`src/rtl/stage4.sv`:
```
// stage4 - MEM stage of the 5-stage pipeline.
//
// Purpose:
//   Takes the EX/MEM pipeline registers and performs loads and stores over a
//   variable-latency request/ready data-memory handshake. It also resolves the
//   branch redirect, stalls upstream while an access is outstanding, and
//   produces the MEM/WB registers that feed writeback and the EX forwarding
//   unit.
//
// Parameters:
//   MEM_TIMEOUT  maximum BUSY cycles to wait for dmemReady before the access
//                is abandoned
//   CNT_W        width of the timeout counter; must hold MEM_TIMEOUT
//
// Ports:
//   clk, rstn                       clock; asynchronous active-low reset
//   exmemRd/Alu/Reg2/Zero           EX/MEM destination, ALU result (address),
//                                   store data and zero flag
//   exmemBranchTarget               computed branch target
//   exmemMemCtrl                    [2]=Branch [1]=MemRead [0]=MemWrite
//   exmemWbCtrl                     [1]=MemtoReg [0]=RegWrite
//   dmemRdata, dmemReady            memory read data; access completes this cycle
//   dmemReq/We/Addr/Wdata           registered memory request (We: 1=store)
//   memStall                        hold EX/MEM registers and PC upstream
//   pcSrc, branchTarget             branch redirect
//   memFault                        sticky access fault, cleared only by reset
//   memwbRd/Alu/ReadData/WbCtrl     MEM/WB registers (WbCtrl[0] = RegWrite)
//
// Optional feature (macro STAGE4_MISALIGN_CHK_EN):
//   When defined, an access whose address has bits [1:0] != 0 is not issued.
//   It retires as a bubble and sets memFault. When undefined, every access is
//   issued unchecked.

module stage4 #(
    parameter int MEM_TIMEOUT = 16,
    parameter int CNT_W       = 5
) (
    input  logic        clk,
    input  logic        rstn,
    input  logic [4:0]  exmemRd,
    input  logic [31:0] exmemAlu,
    input  logic [31:0] exmemReg2,
    input  logic        exmemZero,
    input  logic [31:0] exmemBranchTarget,
    input  logic [2:0]  exmemMemCtrl,
    input  logic [1:0]  exmemWbCtrl,
    input  logic [31:0] dmemRdata,
    input  logic        dmemReady,
    output logic        dmemReq,
    output logic        dmemWe,
    output logic [31:0] dmemAddr,
    output logic [31:0] dmemWdata,
    output logic        memStall,
    output logic        pcSrc,
    output logic [31:0] branchTarget,
    output logic        memFault,
    output logic [4:0]  memwbRd,
    output logic [31:0] memwbAlu,
    output logic [31:0] memwbReadData,
    output logic [1:0]  memwbWbCtrl
);

    typedef enum logic {IDLE, BUSY} state_t;

    state_t           state;
    logic [CNT_W-1:0] toCnt;

    logic acc;
    logic isStore;
    logic misalign;
    logic expire;

    // Setting both MemRead and MemWrite is treated as a store.
    assign acc     = exmemMemCtrl[1] | exmemMemCtrl[0];
    assign isStore = exmemMemCtrl[0];

`ifdef STAGE4_MISALIGN_CHK_EN
    assign misalign = (exmemAlu[1:0] != 2'b00);
`else
    assign misalign = 1'b0;
`endif

    // Last BUSY cycle the stage may wait for ready.
    assign expire = (toCnt == CNT_W'(MEM_TIMEOUT - 1));

    // On the expiry cycle the stall is released, so the instruction retires as a NOP.
    always_comb begin
        memStall = 1'b0;
        case (state)
            IDLE:    memStall = acc && !misalign;
            BUSY:    memStall = !dmemReady && !expire;
            default: memStall = 1'b0;
        endcase
    end

    assign pcSrc        = exmemMemCtrl[2] & exmemZero & !memStall;
    assign branchTarget = exmemBranchTarget;

    // EX/MEM -> MEM/WB boundary, with the memory request register alongside.
    always_ff @(posedge clk or negedge rstn) begin
        if (!rstn) begin
            state         <= IDLE;
            toCnt         <= '0;
            dmemReq       <= 1'b0;
            dmemWe        <= 1'b0;
            dmemAddr      <= '0;
            dmemWdata     <= '0;
            memFault      <= 1'b0;
            memwbRd       <= '0;
            memwbAlu      <= '0;
            memwbReadData <= '0;
            memwbWbCtrl   <= '0;
        end else begin
            case (state)
                IDLE: begin
                    if (!acc) begin
                        memwbRd       <= exmemRd;
                        memwbAlu      <= exmemAlu;
                        memwbReadData <= '0;
                        memwbWbCtrl   <= exmemWbCtrl;
                    end else if (misalign) begin
                        memwbWbCtrl <= '0;
                        memFault    <= 1'b1;
                    end else begin
                        memwbWbCtrl <= '0;
                        dmemReq     <= 1'b1;
                        dmemWe      <= isStore;
                        dmemAddr    <= exmemAlu;
                        dmemWdata   <= exmemReg2;
                        toCnt       <= '0;
                        state       <= BUSY;
                    end
                end
                BUSY: begin
                    if (dmemReady) begin
                        // Inputs are held stable while stalled, so the
                        // registered dmemWe still describes this access.
                        if (!dmemWe) begin
                            memwbReadData <= dmemRdata;
                        end
                        memwbRd     <= exmemRd;
                        memwbAlu    <= exmemAlu;
                        memwbWbCtrl <= exmemWbCtrl;
                        dmemReq     <= 1'b0;
                        toCnt       <= '0;
                        state       <= IDLE;
                    end else if (expire) begin
                        dmemReq     <= 1'b0;
                        toCnt       <= '0;
                        memwbWbCtrl <= '0;
                        memFault    <= 1'b1;
                        state       <= IDLE;
                    end else begin
                        toCnt       <= toCnt + 1'b1;
                        memwbWbCtrl <= '0;
                    end
                end
                default: state <= IDLE;
            endcase
        end
    end

endmodule

```
`config.mk`:
```
export PLATFORM = sky130hd
export DESIGN_NAME = stage4
export DESIGN_NICKNAME = d
export VERILOG_FILES = /design/src/rtl/stage4.sv
export SDC_FILE = /design/constraint.sdc
export NUM_CORES = 1
export LEC_CHECK = 0
export ABC_AREA = 1
export CORE_ASPECT_RATIO = 0.75
export CORE_MARGIN = 3
export CORE_UTILIZATION = 39
export CTS_BUF_LIST = sky130_fd_sc_hd__clkbuf_16
export CTS_CLUSTER_DIAMETER = 50
export DETAILED_ROUTE_END_ITERATION = 10
export GPL_TIMING_DRIVEN = 0
export PLACE_DENSITY = 0.87
export REMOVE_ABC_BUFFERS = 1
export SETUP_SLACK_MARGIN = 0.05
export SLEW_MARGIN = 20
export SYNTH_ARGS = -nofsm -noshare
export SYNTH_HDL_FRONTEND = slang
export SYNTH_SLANG_ARGS = --single-unit
```
`constraint.sdc`:
```
create_clock -name clk -period 1.67 [get_ports clk]
set_input_delay 0.334 -clock clk [delete_from_list [all_inputs] [get_ports clk]]
set_output_delay 0.334 -clock clk [all_outputs]
set_load 0.01 [all_outputs]
```
==> summary by stage <==
Global routing
For this run the aggregate overflow at the end of global routing stands at 0. The most congested layer reported by global routing is met2. Entering global routing, the biggest net connects 77 pins. The global routing usage on met1 is 0.289.

The total routing usage reported by global routing is 0.220. The first global-routing pass estimated 28.1 mm of wire. The initial antenna violation count came to 0.

The met2 usage in global routing is 0.329. The via count of the first global-routing pass came to 5084. For met3 alone, demand over resource in global routing was 0.103.

Clock tree
The clock root buffer is clkbuf_16. The sink count of the clock tree is 144. After clock tree synthesis, the clock-pin slew on the worst setup and hold paths is 0.06 ns.

The clock buffer count from CTS is 17. No sink is reached through more buffers than the 2 on the longest clock path. The clock tree from TritonCTS is done.

The later pin in the worst-skew pair is clocked with a latency of 0.40 ns. The H-tree was split into 4 levels.

Detailed routing
In this run the remaining antenna-violating nets after routing total 0. Wires add up to 18.2 mm. Detailed routing inserted a total of 5011 vias. After detailed routing, the average wire length per cell comes to about 17 um. The first-iteration detailed-routing DRC count is about 290.

Using the TritonRoute via totals, the vias-per-cell ratio works out to approximately 4.7. The count of unresolved DRC violations after routing is 0. The number of search-and-repair iterations in the first detailed-routing pass is 4.

Worst setup path
For the worst setup path, the data arrival time is 1.48 ns. At the worst endpoint, the required time is 1.34 ns. The largest driver fanout on the critical path is 3. The nature of the critical path endpoint is an output port. The launching instance or port of the critical path is toCnt[0]. In this run the critical register-to-register path is launched from state. The critical path is of the flip-flop to output port type. STA classifies the critical path startpoint as a flip-flop.

Die
The area of the core is approximately 14000 um2. The cell row count is 37. The area of the die is around 16000 um2. The height of the die is 111 um. The count of pins on the block boundary is 314. Measured along the x axis, the die boundary spans approximately 150 um.

For this configuration, the core starts out at a cell density of 0.409.

Status
The final reports fail on setup timing. The flow ran to the end, but the final reports show violations.

Yosys
The yosys synthesis warning count is 0. Synthesis inferred between 100 and 150 register bits. After technology mapping, the gate count stands at 624.

The netlist area before placement is 5760 um2. The average size of a mapped cell is between 9 and 10 um2. The number of different library cells used by synthesis comes to 21. For this run, the register share of the synthesized area comes to 0.626.

Place
The post-placement cell count is 1009. The HPWL reported at the end of detailed placement is 12.3 mm. The number of buffers inserted by port buffering is 249. The global placement routability congestion is 0.768. In this run the cell area measured after placement is 8220 um2.

Power
The leakage power is ~4.6 nW. Dividing total power by cell area gives a power density of 1600 nW/um2. VDD sags by at most between 700 and 800 uV.

STA
The final hold violation count is 0. On the final layout, the worst hold slack is 0.378 ns. The final period demand of the worst path is 1.81 ns.

The final worst clock skew is 0.00755 ns. The total count of max-transition violations in the final report was 0. Of the available clock period, the critical path in the final layout requires 1.09. The final worst-path setup slack is -0.143 ns.

Setup violations remaining at the end of the flow were counted as 2. The worst slew slack as a fraction of its limit is 0.642. Setup repair after global routing could not meet its margin everywhere. The maximum achievable frequency is about 550 MHz.

The actual slew at the worst max-slew pin is 0.538 ns. After routing, the total negative slack on setup checks comes to -0.228 ns.

Min path
The startpoint identified for the worst hold timing path is exmemMemCtrl[0]. In this run the worst hold path is classified as input pin to flip-flop.

Final layout
Of the cells placed in the final design, the portion with a size suffix greater than 1 is 0.0787. 0 antenna diodes ended up in the layout. After the last flow step, the layout net total stands at 996. The design area is 8940 um2. The count of fill cells added during filler insertion is about 1200.

The total area of sequential cells is 3610 um2. The combined area of the multi-input logic cells is 1700 um2. The final core utilization is 0.635. Once layout is complete, the cells apart from fillers number 1059. The post-synthesis to final-layout area growth is 55.3%.

Flow run
The tool flagged a number of max-cap violations equal to 0.
==> what timing repair did <==
item                       in CTS  in global routing
setup buffers                  12                  1
pin swaps                       7                  3
resized for setup             157                  9
hold buffers                    1                  0
hold endpoints to repair       68                  0
gates cloned                    5                  1
setup endpoints to repair     273                 40
==> synth_stat cells <==
cell	count	area, um2
nand2_1	253	950
dfrtp_1	144	3600
o21ai_0	64	320
inv_1	40	150
buf_4	35	263
o21ai_1	33	165
buf_2	19	95.1
nand3_1	8	40.0
clkbuf_1	7	26.3
nor2_1	7	26.3
a21oi_1	2	10.0
clkbuf_2	2	10.0
inv_4	2	12.5
ha_1	1	12.5
nand2_2	1	6.26
nand3_4	1	17.5
nand4_1	1	6.26
nor2_4	1	11.3
o21ai_4	1	16.3
o21bai_1	1	7.51
xnor2_1	1	8.76
==> cells by family (layout without fill, tap and decap cells) <==
logic type      Yosys count  after routing  synth area share
fa+ha+maj                 1              1           0.00217
simple gates            272            276             0.184
xor+xnor                  1              1           0.00152
buf+inv                 105            341            0.0967
compound gates          101            101            0.0902
flops                   144            144             0.626
==> cell usage in the layout, fill, tap and decap left out, drive strengths merged <==
master	instances
clkinvlp	5
clkbuf	17
xnor2	1
dlygate4sd3	1
clkinv	2
ha	1
nand2	255
o21ai	98
dlymetal6s2s	2
clkdlybuf4s50	107
nand4	1
bufinv	4
nand3	12
dfrtp	144
bufbuf	1
buf	20
a21oi	2
nor2	8
o21bai	1
dlygate4sd2	137
inv	45
==> power breakdown <==
part	switching (mW)	internal, mW
clock	1.44	2.49
combinational	2.79	2.24
sequential	0.650	4.73
total	4.87	9.47
==> worst max-delay path, stage by stage, from the launching register on <==
cell and delay [ns]:
dfrtp_1 0.36, ha_2 0.19, nand4_1 0.14, nand2_2 0.12
nand2_2 0.07, nor2_2 0.07, buf_2 0.13
==> final cells by class <==
cell class / instances / area share
Clock buffer: 17 / 0.0476
Clock inverter: 13 / 0.0209
Inverter: 42 / 0.0189
Multi-Input combinational cell: 379 / 0.190
Sequential cell: 144 / 0.403
Tap cell: 195 / 0.0273
Timing Repair Buffer: 268 / 0.291
Timing Repair inverter: 1 / 0.000840
==> metal layers <==
layer | routed length, um | up-vias
met5 | 0 | -
met1 | 7760 | 2364
li1 | - | 2372
met4 | 274 | 0
met3 | 1960 | 28
met2 | 8170 | 247
==> sequential cells by signal (all words and copies together) (netlist names) <==
signal,cells
memwbAlu,32
toCnt,5
dmemWdata,32
memwbRd,5
dmemReq,1
memwbWbCtrl,2
state,1
memFault,1
dmemAddr,32
dmemWe,1
memwbReadData,32
==> through the flow <==
stage               worst slack, ns  power, mW
CTS                          -0.156       14.4
global route                 -0.226       15.2
global placement              -5.56       10.7
detailed placement            -1.12       11.0
floorplan                     -1.22       7.43
finish                       -0.143       14.3
==> worst paths after layout <==
check	end	slack, ns	cells past startpoint
hold / removal	dmemWe	0.38	3
setup reg to reg	memwbReadData[15]	0.19	6
setup / recovery	pcSrc	-0.14	6
hold reg to reg	memwbRd[2]	0.46	2
min in group asynchronous	dmemAddr[23]	0.48	2
max in group asynchronous	dmemWdata[4]	0.44	3
Note: power is estimated with default switching activity, not from simulation.
